## src/rtl/serial_deserializer_if.sv

```systemverilog
// Handshake/data bundle between the serial line driver and the deserializer.
// The master side drives the line, the strobe and the consumer ready.
interface serial_deserializer_if #(
    parameter int unsigned WIDTH = 4
);
    logic             serial_in;
    logic             bit_en;
    logic             word_ready;
    logic [WIDTH-1:0] word_out;
    logic             word_valid;
    logic             frame_err;
    logic             overrun;
    logic             busy;

    modport master (
        output serial_in,
        output bit_en,
        output word_ready,
        input  word_out,
        input  word_valid,
        input  frame_err,
        input  overrun,
        input  busy
    );

    modport slave (
        input  serial_in,
        input  bit_en,
        input  word_ready,
        output word_out,
        output word_valid,
        output frame_err,
        output overrun,
        output busy
    );
endinterface

```

## src/rtl/serial_deserializer.sv

```systemverilog
// Framed serial receiver: start 0, WIDTH data bits LSB first, stop 1.
// Received words sit in a valid/ready output register; framing errors and overruns are flagged.
module serial_deserializer #(
    parameter int unsigned WIDTH = 4
) (
    input logic                  input_clock2_slow_clk_2,
    input logic                  input_push_button1_reset_1,
    serial_deserializer_if.slave bus
);
    localparam int unsigned CntW = $clog2(WIDTH) + 1;

    typedef enum logic [1:0] {StIdle, StData, StStop} state_e;

    state_e           state_q;
    logic [WIDTH-1:0] shift_q;
    logic [CntW-1:0]  bit_cnt_q;

    always_ff @(posedge input_clock2_slow_clk_2 or posedge input_push_button1_reset_1) begin
        if (input_push_button1_reset_1) begin
            state_q        <= StIdle;
            shift_q        <= '0;
            bit_cnt_q      <= '0;
            bus.word_out   <= '0;
            bus.word_valid <= 1'b0;
            bus.frame_err  <= 1'b0;
            bus.overrun    <= 1'b0;
            bus.busy       <= 1'b0;
        end else begin
            bus.frame_err <= 1'b0;
            // Accept clears valid; a same-edge load below overrides it.
            if (bus.word_valid && bus.word_ready) begin
                bus.word_valid <= 1'b0;
            end
            if (bus.bit_en) begin
                unique case (state_q)
                    StIdle: begin
                        if (!bus.serial_in) begin
                            state_q   <= StData;
                            bit_cnt_q <= '0;
                            bus.busy  <= 1'b1;
                        end
                    end
                    StData: begin
                        shift_q   <= {bus.serial_in, shift_q[WIDTH-1:1]};
                        bit_cnt_q <= bit_cnt_q + 1'b1;
                        if (bit_cnt_q == CntW'(WIDTH - 1)) begin
                            state_q <= StStop;
                        end
                    end
                    StStop: begin
                        state_q  <= StIdle;
                        bus.busy <= 1'b0;
                        if (bus.serial_in) begin
                            if (!bus.word_valid || bus.word_ready) begin
                                bus.word_out   <= shift_q;
                                bus.word_valid <= 1'b1;
                            end else begin
                                bus.overrun <= 1'b1;
                            end
                        end else begin
                            bus.frame_err <= 1'b1;
                        end
                    end
                    default: state_q <= StIdle;
                endcase
            end
        end
    end
endmodule

```

## src/flat_wrapper.sv

```systemverilog
// flat-port wrapper written by rule: the top's interface ports become plain ports
module serial_deserializer_flat 
#(
    parameter int unsigned WIDTH = 4
)
  (input_clock2_slow_clk_2, input_push_button1_reset_1, bus_serial_in, bus_bit_en, bus_word_ready, bus_word_out, bus_word_valid, bus_frame_err, bus_overrun, bus_busy);
  serial_deserializer_if #(.WIDTH(WIDTH)) bus_i ();
  input logic input_clock2_slow_clk_2;
  input logic input_push_button1_reset_1;
  input wire logic [$bits(bus_i.serial_in)-1:0] bus_serial_in;
  input wire logic [$bits(bus_i.bit_en)-1:0] bus_bit_en;
  input wire logic [$bits(bus_i.word_ready)-1:0] bus_word_ready;
  output wire logic [$bits(bus_i.word_out)-1:0] bus_word_out;
  output wire logic [$bits(bus_i.word_valid)-1:0] bus_word_valid;
  output wire logic [$bits(bus_i.frame_err)-1:0] bus_frame_err;
  output wire logic [$bits(bus_i.overrun)-1:0] bus_overrun;
  output wire logic [$bits(bus_i.busy)-1:0] bus_busy;
  assign bus_i.serial_in = bus_serial_in;
  assign bus_i.bit_en = bus_bit_en;
  assign bus_i.word_ready = bus_word_ready;
  assign bus_word_out = bus_i.word_out;
  assign bus_word_valid = bus_i.word_valid;
  assign bus_frame_err = bus_i.frame_err;
  assign bus_overrun = bus_i.overrun;
  assign bus_busy = bus_i.busy;
  serial_deserializer #(.WIDTH(WIDTH)) u_core (.input_clock2_slow_clk_2(input_clock2_slow_clk_2), .input_push_button1_reset_1(input_push_button1_reset_1), .bus(bus_i));
endmodule
```

## config.mk

```make
export PLATFORM = sky130hd
export DESIGN_NAME = serial_deserializer_flat
export DESIGN_NICKNAME = d
export VERILOG_FILES = /design/src/rtl/serial_deserializer_if.sv /design/src/rtl/serial_deserializer.sv /design/src/flat_wrapper.sv
export SDC_FILE = /design/constraint.sdc
export NUM_CORES = 1
export LEC_CHECK = 0
export BUFFER_PORTS_ARGS = -buffer_cell sky130_fd_sc_hd__buf_2
export CORE_AREA = 3 3 40 42
export CTS_BUF_LIST = sky130_fd_sc_hd__clkbuf_4 sky130_fd_sc_hd__clkbuf_8
export DETAILED_ROUTE_END_ITERATION = 6
export DIE_AREA = 0 0 43 45
export GPL_TIMING_DRIVEN = 0
export HOLD_SLACK_MARGIN = 0.15
export PLACE_DENSITY = 0.77
export SETUP_SLACK_MARGIN = 0.4
export SYNTH_ARGS = -nofsm -noshare
export SYNTH_HDL_FRONTEND = slang
export SYNTH_SLANG_ARGS = --single-unit
export TNS_END_PERCENT = 50
```

## constraint.sdc

```tcl
create_clock -name input_clock2_slow_clk_2 -period 1.5 [get_ports input_clock2_slow_clk_2]
set_input_delay 0 -clock input_clock2_slow_clk_2 [delete_from_list [all_inputs] [get_ports input_clock2_slow_clk_2]]
set_output_delay 0 -clock input_clock2_slow_clk_2 [all_outputs]
set_load 0.01 [all_outputs]
```

==> flow_metrics.tcl, run 1 <==
set metrics [dict create \
    viasPerCell 5.39 \
    ys_warn_count 0 \
    ys.flop_type "dfrtp_1" \
    cts_tree "built" \
    cts.sinks 17 \
    yosysSeqAreaShare 0.604 \
    grt_max_degree 18 \
    path_cells "nand4b_4 -> nor2b_4 -> mux2_4" \
    die_x_um 43 \
    io_pins 13 \
    avgSynthCellArea_um2 13.0 \
    routed_wl_um 1430 \
    postRouteAntennaNets 0 \
    r2r_end "u_core.bus.word_out[1]$_DFFE_PP0P_" \
    worst_pin_slew_ns 0.644 \
    start_kind "flop" \
    dr.pass1.iters 4 \
    via_count 507 \
    antenna_found_initial 0 \
    start_util 0.548 \
    drc 0 \
    max_freq_mhz 789 \
    track_usage 0.156 \
    power_density_mw_per_mm2 1720 \
    cts-root-buf "clkbuf_4" \
    async_flop_share 1.00 \
    worst-setup-path-type "reg -> reg" \
    fin_nets 87 \
    hold_buffers 2 \
    drive_gt1_frac 0.481 \
    crit_family "flip-flops" \
    peakVddDrop_uv 935 \
    period_needed_ns 1.27 \
    hp-class "in -> reg" \
    slew_viol_final 0 \
    grt_pass1_wl_um 2190 \
    rrSetupSlack_ns 0.23 \
    dieArea_mm2 0.00194 \
    worstSkewPairLatency_ns 0.29 \
    ys_ff_latch 17 \
    hold_violations 1 \
    whs_path_depth 2 \
    layout_common_cells "dfrtp_1 (15), buf_2 (12), buf_4 (6)" \
    grt_pass1_vias 515 \
    design_area_um2 935 \
    synth_edf_count 0 \
    rows 13 \
    p_leak_uw 0.000496 \
    clock_skew_ns 0.00623 \
    finalSetupTns_ns 0 \
    placed_area_um2 792 \
    cts_buffers 3 \
    netlist_area_um2 704 \
    outcome "finished with violations" \
    reg2regPathDepth 3 \
    drv_cap 0 \
    crit_slowest_cell "dfrtp_2" \
    areaGrowthSynthToFinish_pct 32.7 \
    gp_congestion 0.685 \
    core-area_mm2 0.00128 \
    ys_types 20 \
    num_antenna_cells 0 \
    clkSlewWorstSetupHoldPaths_ns 0.10 \
    cp.required_ns 1.69 \
    violations "hold timing" \
    crit_arrival_ns 1.45 \
    power.total_uw 1610 \
    syn_nets 61 \
    die_h_um 45 \
    rsz0062_at_grt "yes" \
    r2r_start "u_core.state_q[0]$_DFFE_PP0P_" \
    slowest_delay_ns 0.44 \
    port_buffers 12 \
    hp-start "bus_serial_in" \
    critPathCaptureType "flop" \
    crit_path_max_fanout 4 \
    cp.depth 3 \
    avgRoutedWirePerCell_um 15.2 \
    slew_headroom 0.570 \
    hpwl_um 876 \
    fin_crit_sh 0.845 \
    overflow 0 \
    clockBufferDepth 2 \
    drt_iter0_drc 10 \
    setup_viol 0 \
    timing.hold.ws_ns -0.0467 \
    syn_inst 54 \
    min_to "u_core.bus.frame_err$_DFF_PP0_" \
    h-tree-depth 1 \
    layout_commonest_cell "dfrtp_1" \
    path_buf_inv 0 \
]
## worst max path at each step
stage / start / slack [ns] / end
after floorplan: u_core.state_q[0]$_DFFE_PP0P_ / 0.28 / u_core.bus.word_out[0]$_DFFE_PP0P_
after global placement: u_core.state_q[1]$_DFFE_PP0P_ / 0.21 / u_core.bus.word_out[2]$_DFFE_PP0P_
after detailed placement: u_core.state_q[1]$_DFFE_PP0P_ / 0.18 / u_core.bus.word_out[1]$_DFFE_PP0P_
after CTS: u_core.state_q[0]$_DFFE_PP0P_ / 0.23 / u_core.bus.word_out[1]$_DFFE_PP0P_
after global routing: u_core.state_q[0]$_DFFE_PP0P_ / 0.18 / u_core.bus.word_out[1]$_DFFE_PP0P_
final: u_core.state_q[0]$_DFFE_PP0P_ / 0.23 / u_core.bus.word_out[1]$_DFFE_PP0P_
## cell usage after synthesis (2+ instances only)
cell      count  share of area
o21ai_0       3          0.021
nor2_1        2          0.011
nand2b_1      2          0.018
ha_1          2          0.036
inv_1         5          0.027
nand2_1       3          0.016
dfrtp_1      17           0.60
mux2_2        8           0.13
## registers in the layout, summed over array words and instances (netlist names)
name / cells
u_core.bit_cnt_q: 3
u_core.bus.busy: 1
u_core.shift_q: 4
u_core.bus.frame_err: 1
u_core.state_q: 2
u_core.bus.overrun: 1
u_core.bus.word_valid: 1
u_core.bus.word_out: 4
## cell type report
cell class	count	area, um2
clock inverter	1	5.00
inverter	5	18.8
timing repair buffer	21	145
multi-input combinational	32	297
tap	15	18.8
clock buffer	3	22.5
sequential	17	428
fill	85	350
## through the flow
stage | std cells | setup slack, ns | util
floorplan | 54 | 0.279 | -
global placement | 81 | 0.208 | 0.616
detailed placement | 81 | 0.178 | 0.616
CTS | 90 | 0.232 | 0.675
global route | 94 | 0.178 | 0.727
finish | 94 | 0.233 | 0.727
## kinds of logic (layout without fill, tap and decap cells)
family	Yosys count	in the layout	share of synthesized area
AOI/OAI and AO/OA	10	10	0.0941
adders and majority gates	2	2	0.0355
and+or+nand+nor	12	12	0.112
DFF	17	17	0.604
muxes	8	8	0.128
buffers and inverters	5	30	0.0266
## layer usage
metal  up-vias  track usage  part of all wire
li1        237            -                 -
met1       253        0.171              0.42
met2        12        0.278              0.52
met3         5       0.0239             0.036
met4         0        0.108             0.027
met5         -            0                 0
## repair_timing
item / in CTS / in global routing
setup buffers: 3 / 4
gates resized for setup: 3 / 8
endpoints found under the hold margin: 24 / 6
gates cloned: 0 / 0
pin swaps: 0 / 1
endpoints found under the setup margin: 11 / 14
## where the power goes
group          internal (uW)  switching, uW  leakage (uW)
registers                632            122      0.000215
logic                    359            255      0.000264
clock network           99.3            140     0.0000177
Power figures use the tool's default switching activity.
==> run 2, diff against run 1 <==
==> constraint.sdc (replaced) <==
create_clock -name input_clock2_slow_clk_2 -period 1.2 [get_ports input_clock2_slow_clk_2]
set_input_delay 0 -clock input_clock2_slow_clk_2 [delete_from_list [all_inputs] [get_ports input_clock2_slow_clk_2]]
set_output_delay 0 -clock input_clock2_slow_clk_2 [all_outputs]
set_load 0.01 [all_outputs]
==> flow_metrics.tcl, run 2 (synthesized netlist as in run 1, its figures left out) <==
set metrics [dict create \
    cts_buffers 3 \
    rsz0062_at_grt "yes" \
    p_clk_frac 0.150 \
    pwr-share-seq 0.432 \
    critPathCaptureType "flop" \
    cts-root-buf "clkbuf_4" \
    core-area_mm2 0.00128 \
    via_count 508 \
    cts_tree "built" \
    dieArea_mm2 0.00194 \
    port_buffers 12 \
    period_needed_ns 1.27 \
    overflow 0 \
    dr_wl_met3_um 58 \
    antenna_found_initial 0 \
    layout_common_cells "dfrtp_1 (15), buf_2 (12), buf_4 (7)" \
    timing.hold.ws_ns -0.232 \
    avgRoutedWirePerCell_um 15.6 \
    routed_wl_um 1500 \
    wl_met2_um 755 \
    num_antenna_cells 0 \
    hold_violations 18 \
    h-tree-depth 1 \
    wl_met1_um 666 \
    slew_headroom 0.581 \
    rows 13 \
    comb_power_share 0.418 \
    die_x_um 43 \
    track_usage 0.176 \
    areaGrowthSynthToFinish_pct 41.0 \
    violations "hold timing, setup timing" \
    start_kind "flop" \
    hpwl_um 926 \
    slowest_delay_ns 0.42 \
    max_freq_mhz 786 \
    grt_pass1_wl_um 2370 \
    p_int_uw 1480 \
    fin_crit_sh 1.06 \
    crit_slowest_cell "dfrtp_2" \
    slew_viol_final 0 \
    start_util 0.548 \
    path_cells "nand4b_4 -> nor2b_4 -> mux2_4" \
    switching_share 0.320 \
    die_h_um 45 \
    clock_skew_ns 0.0135 \
    gp_congestion 0.692 \
    grt_pass1_vias 528 \
    power_density_mw_per_mm2 2180 \
    top_layer_used "met4" \
    io_pins 13 \
    clkSlewWorstSetupHoldPaths_ns 0.10 \
    cp.required_ns 1.37 \
    worst-setup-path-type "reg -> reg" \
    p_leak_uw 0.000513 \
    peakVddDrop_uv 1310 \
    setup_ws_ns -0.0727 \
    drive_gt1_frac 0.568 \
    crit_path_max_fanout 4 \
    fin_util 0.773 \
    postRouteAntennaNets 0 \
    rrSetupSlack_ns -0.07 \
    drt_iter0_drc 10 \
    cts.sinks 17 \
    setup_viol 7 \
    worstSkewPairLatency_ns 0.29 \
    layout_commonest_cell "dfrtp_1" \
    drv_cap 0 \
    worst_pin_slew_ns 0.628 \
    crit_arrival_ns 1.44 \
    grt_max_degree 18 \
    outcome "finished with violations" \
    power.total_uw 2170 \
    hp-class "in -> async" \
    switchingPower_uw 694 \
    clockBufferDepth 2 \
    drc 0 \
    fin_nets 89 \
    reg_top3 "u_core.bus.word_out x4, u_core.shift_q x4, u_core.bit_cnt_q x3" \
    dr.pass1.iters 4 \
    viasPerCell 5.29 \
]
[run 2: cell types whose count changed in the layout (fill, tap and decap cells not counted), moves of 2 or more]
cell | before | now
buf_6 | 0 | 2
mux2_4 | 4 | 6
ha_1 | 2 | 0
mux2_2 | 4 | 2
[run 2: stage by stage]
| step | hold WS, ns | cells | setup WS, ns | setup TNS, ns | cell area (um2) |
|---|---|---|---|---|---|
| after detailed placement | 0.111 | 81 | -0.115 | -0.678 | 808 |
| after CTS | -0.201 | 94 | -0.0580 | -0.243 | 956 |
| final | -0.232 | 96 | -0.0727 | -0.310 | 993 |
| after global placement | 0.103 | 81 | -0.0903 | -0.444 | 808 |
| after global routing | -0.177 | 96 | -0.0966 | -0.593 | 993 |
| after floorplan | -0.0740 | 54 | -0.0188 | -0.0752 | 729 |
[run 2: final timing paths]
| check | start | endpoint | cells past startpoint |
|---|---|---|---|
| max in group asynchronous | input_push_button1_reset_1 | u_core.state_q[0]$_DFFE_PP0P_ | 2 |
| setup / recovery | u_core.state_q[0]$_DFFE_PP0P_ | u_core.bus.word_out[0]$_DFFE_PP0P_ | 3 |
| hold reg to reg | u_core.bus.overrun$_DFFE_PP0P_ | u_core.bus.overrun$_DFFE_PP0P_ | 1 |
| hold / removal | input_push_button1_reset_1 | u_core.bus.word_out[3]$_DFFE_PP0P_ | 2 |
| setup reg to reg | u_core.state_q[0]$_DFFE_PP0P_ | u_core.bus.word_out[0]$_DFFE_PP0P_ | 3 |
| min in group input_clock2_slow_clk_2 | bus_serial_in | u_core.bus.frame_err$_DFF_PP0_ | 2 |
[run 2: metal layers]
metal	vias up	global-route usage
met2	18	0.308
met3	4	0.0239
met4	0	0.0904
met1	242	0.213
met5	-	0
li1	244	-
[run 2: area by class of cell]
| cell class | count | area (um2) |
|---|---|---|
| Clock buffer | 4 | 30.0 |
| Multi-Input combinational cell | 32 | 343 |
| Fill cell | 73 | 292 |
| Inverter | 5 | 18.8 |
| Timing Repair Buffer | 23 | 155 |
| Tap cell | 15 | 18.8 |
| Sequential cell | 17 | 428 |
[run 2: repair_timing]
action                                  in CTS  in global routing
pin swaps                                    3                  1
resized for setup                           14                  5
hold buffers                                 1                  1
endpoints found under the hold margin       24                 23
setup buffers                                8                  1
endpoints found under the setup margin      24                 24
[run 2: critical path: cells and delay by family (launching register included)]
family | cells | cell delay, ns
flops | 1 | 0.42
simple gates | 2 | 0.41
mux | 1 | 0.32
[run 2: power by group through the flow]
stage | Clock [uW] | Sequential, uW | Combinational, uW
after floorplan | 0 | 957 | 377
after global placement | 0 | 936 | 547
after detailed placement | 0 | 963 | 580
after CTS | 331 | 931 | 860
after global routing | 341 | 963 | 1000
final | 325 | 938 | 907
==> run 3, diff against run 2 <==
--- a/config.mk
+++ b/config.mk
@@ -13,7 +13,6 @@
 export GPL_TIMING_DRIVEN = 0
 export HOLD_SLACK_MARGIN = 0.15
 export PLACE_DENSITY = 0.77
-export SETUP_SLACK_MARGIN = 0.4
 export SYNTH_ARGS = -nofsm -noshare
 export SYNTH_HDL_FRONTEND = slang
 export SYNTH_SLANG_ARGS = --single-unit
==> constraint.sdc (replaced) <==
create_clock -name input_clock2_slow_clk_2 -period 1.5 [get_ports input_clock2_slow_clk_2]
set_input_delay 0 -clock input_clock2_slow_clk_2 [delete_from_list [all_inputs] [get_ports input_clock2_slow_clk_2]]
set_output_delay 0 -clock input_clock2_slow_clk_2 [all_outputs]
set_load 0.01 [all_outputs]
==> flow_metrics.tcl, run 3 (synthesized netlist as in run 1, its figures left out) <==
set metrics [dict create \
    p_leak_uw 0.000458 \
    grt_pass1_wl_um 2100 \
    reg_top3 "u_core.bus.word_out x4, u_core.shift_q x4, u_core.bit_cnt_q x3" \
    fillCellCount 94 \
    port_buffers 12 \
    h-tree-depth 1 \
    wl_met1_um 479 \
    io_pins 13 \
    top_layer_used "met4" \
    cts-root-buf "clkbuf_4" \
    dr_wl_met3_um 55 \
    track_usage 0.152 \
    worstSkewPairLatency_ns 0.29 \
    slew_viol_final 0 \
    fin_nets 83 \
    cts_tree "built" \
    hp-class "in -> async" \
    worst-setup-path-type "reg -> reg" \
    fin_crit_sh 0.937 \
    die_h_um 45 \
    power_density_mw_per_mm2 1630 \
    cts_buffers 3 \
    avgRoutedWirePerCell_um 12.9 \
    cp.required_ns 1.68 \
    dr.pass1.iters 4 \
    layout_commonest_cell "dfrtp_1" \
    max_freq_mhz 711 \
    viasPerCell 5.30 \
    critPathCaptureType "flop" \
    wl_met2_um 608 \
    num_antenna_cells 0 \
    dieArea_mm2 0.00194 \
    die_x_um 43 \
    drt_iter0_drc 4 \
    crit_slowest_cell "dfrtp_1" \
    grt_max_degree 18 \
    antenna_found_initial 0 \
    gp_congestion 0.697 \
    postRouteAntennaNets 0 \
    slowest_delay_ns 0.46 \
    cts_resized 0 \
    drc 0 \
    start_util 0.548 \
    overflow 0 \
    hpwl_um 828 \
    cts.sinks 17 \
    path_cells "nand4b_2 -> nor2b_4 -> mux2_2" \
    clockBufferDepth 2 \
    worst_pin_slew_ns 0.613 \
    hold_buffers 5 \
    drive_gt1_frac 0.347 \
    rsz0062_at_grt "no" \
    core-area_mm2 0.00128 \
    grt_pass1_vias 499 \
    finalSetupTns_ns 0 \
    finalNonFillerCells 90 \
    slew_headroom 0.591 \
    crit_arrival_ns 1.59 \
    dp.cells 81 \
    start_kind "flop" \
    areaGrowthSynthToFinish_pct 22.2 \
    period_needed_ns 1.41 \
    drv_cap 0 \
    hold_violations 0 \
    layout_common_cells "dfrtp_1 (17), buf_2 (12), mux2_2 (8)" \
    routed_wl_um 1160 \
    clkSlewWorstSetupHoldPaths_ns 0.09 \
    rows 13 \
    setup_viol 0 \
    peakVddDrop_uv 809 \
    clock_skew_ns 0.00229 \
    crit_path_max_fanout 7 \
    outcome "finished, final reports clean" \
    postCtsSetupRepairBufs 0 \
    via_count 477 \
]
[run 3: final cells by class]
type,instances,area [um2],share of cell area
clock buffer,3,22.5,0.0262
clock inverter,1,5.00,0.00581
inverter,5,18.8,0.0218
multi-input combinational,32,260,0.302
sequential,17,425,0.494
tap,15,18.8,0.0218
timing repair buffer,17,110,0.128
[run 3: metrics by stage]
step                      setup WS (ns)  utilization  cell area, um2  hold WS (ns)  power [uW]
after detailed placement          0.102        0.610             783         0.103        1180
after global placement            0.137        0.610             783         0.103        1150
after global routing            0.00551        0.670             861         0.383        1520
after CTS                        0.0927        0.670             861         0.335        1420
after floorplan                   0.215            -             704       -0.0739        1030
final                            0.0943        0.670             861         0.316        1400
[run 3: layer usage]
metal	GRT usage	up-vias
li1	-	227
met1	0.166	233
met2	0.284	15
met3	0.0279	2
met4	0.0723	0
met5	0	-
[run 3: critical path, delay by kind of cell (launching register included)]
kind,cells,cell delay [ns]
AND/OR/NAND/NOR,2,0.49
multiplexers,1,0.35
flip-flops,1,0.46
[run 3: power breakdown]
group / switching [uW] / internal (uW) / total (uW)
sequential: 117 / 628 / 745
combinational: 187 / 235 / 422
clock: 139 / 99.1 / 238
total: 443 / 962 / 1400
[run 3: final timing paths]
kind | from | to | slack (ns) | cells after the start
max | u_core.state_q[0]$_DFFE_PP0P_ | u_core.bus.word_out[3]$_DFFE_PP0P_ | 0.09 | 3
min | input_push_button1_reset_1 | u_core.bus.word_valid$_DFF_PP0_ | 0.32 | 3
max reg2reg | u_core.state_q[0]$_DFFE_PP0P_ | u_core.bus.word_out[3]$_DFFE_PP0P_ | 0.09 | 3
min reg2reg | u_core.bus.overrun$_DFFE_PP0P_ | u_core.bus.overrun$_DFFE_PP0P_ | 0.48 | 1
max in group asynchronous | input_push_button1_reset_1 | u_core.bit_cnt_q[1]$_DFFE_PP0P_ | 0.79 | 3
min in group input_clock2_slow_clk_2 | u_core.bus.overrun$_DFFE_PP0P_ | u_core.bus.overrun$_DFFE_PP0P_ | 0.48 | 1
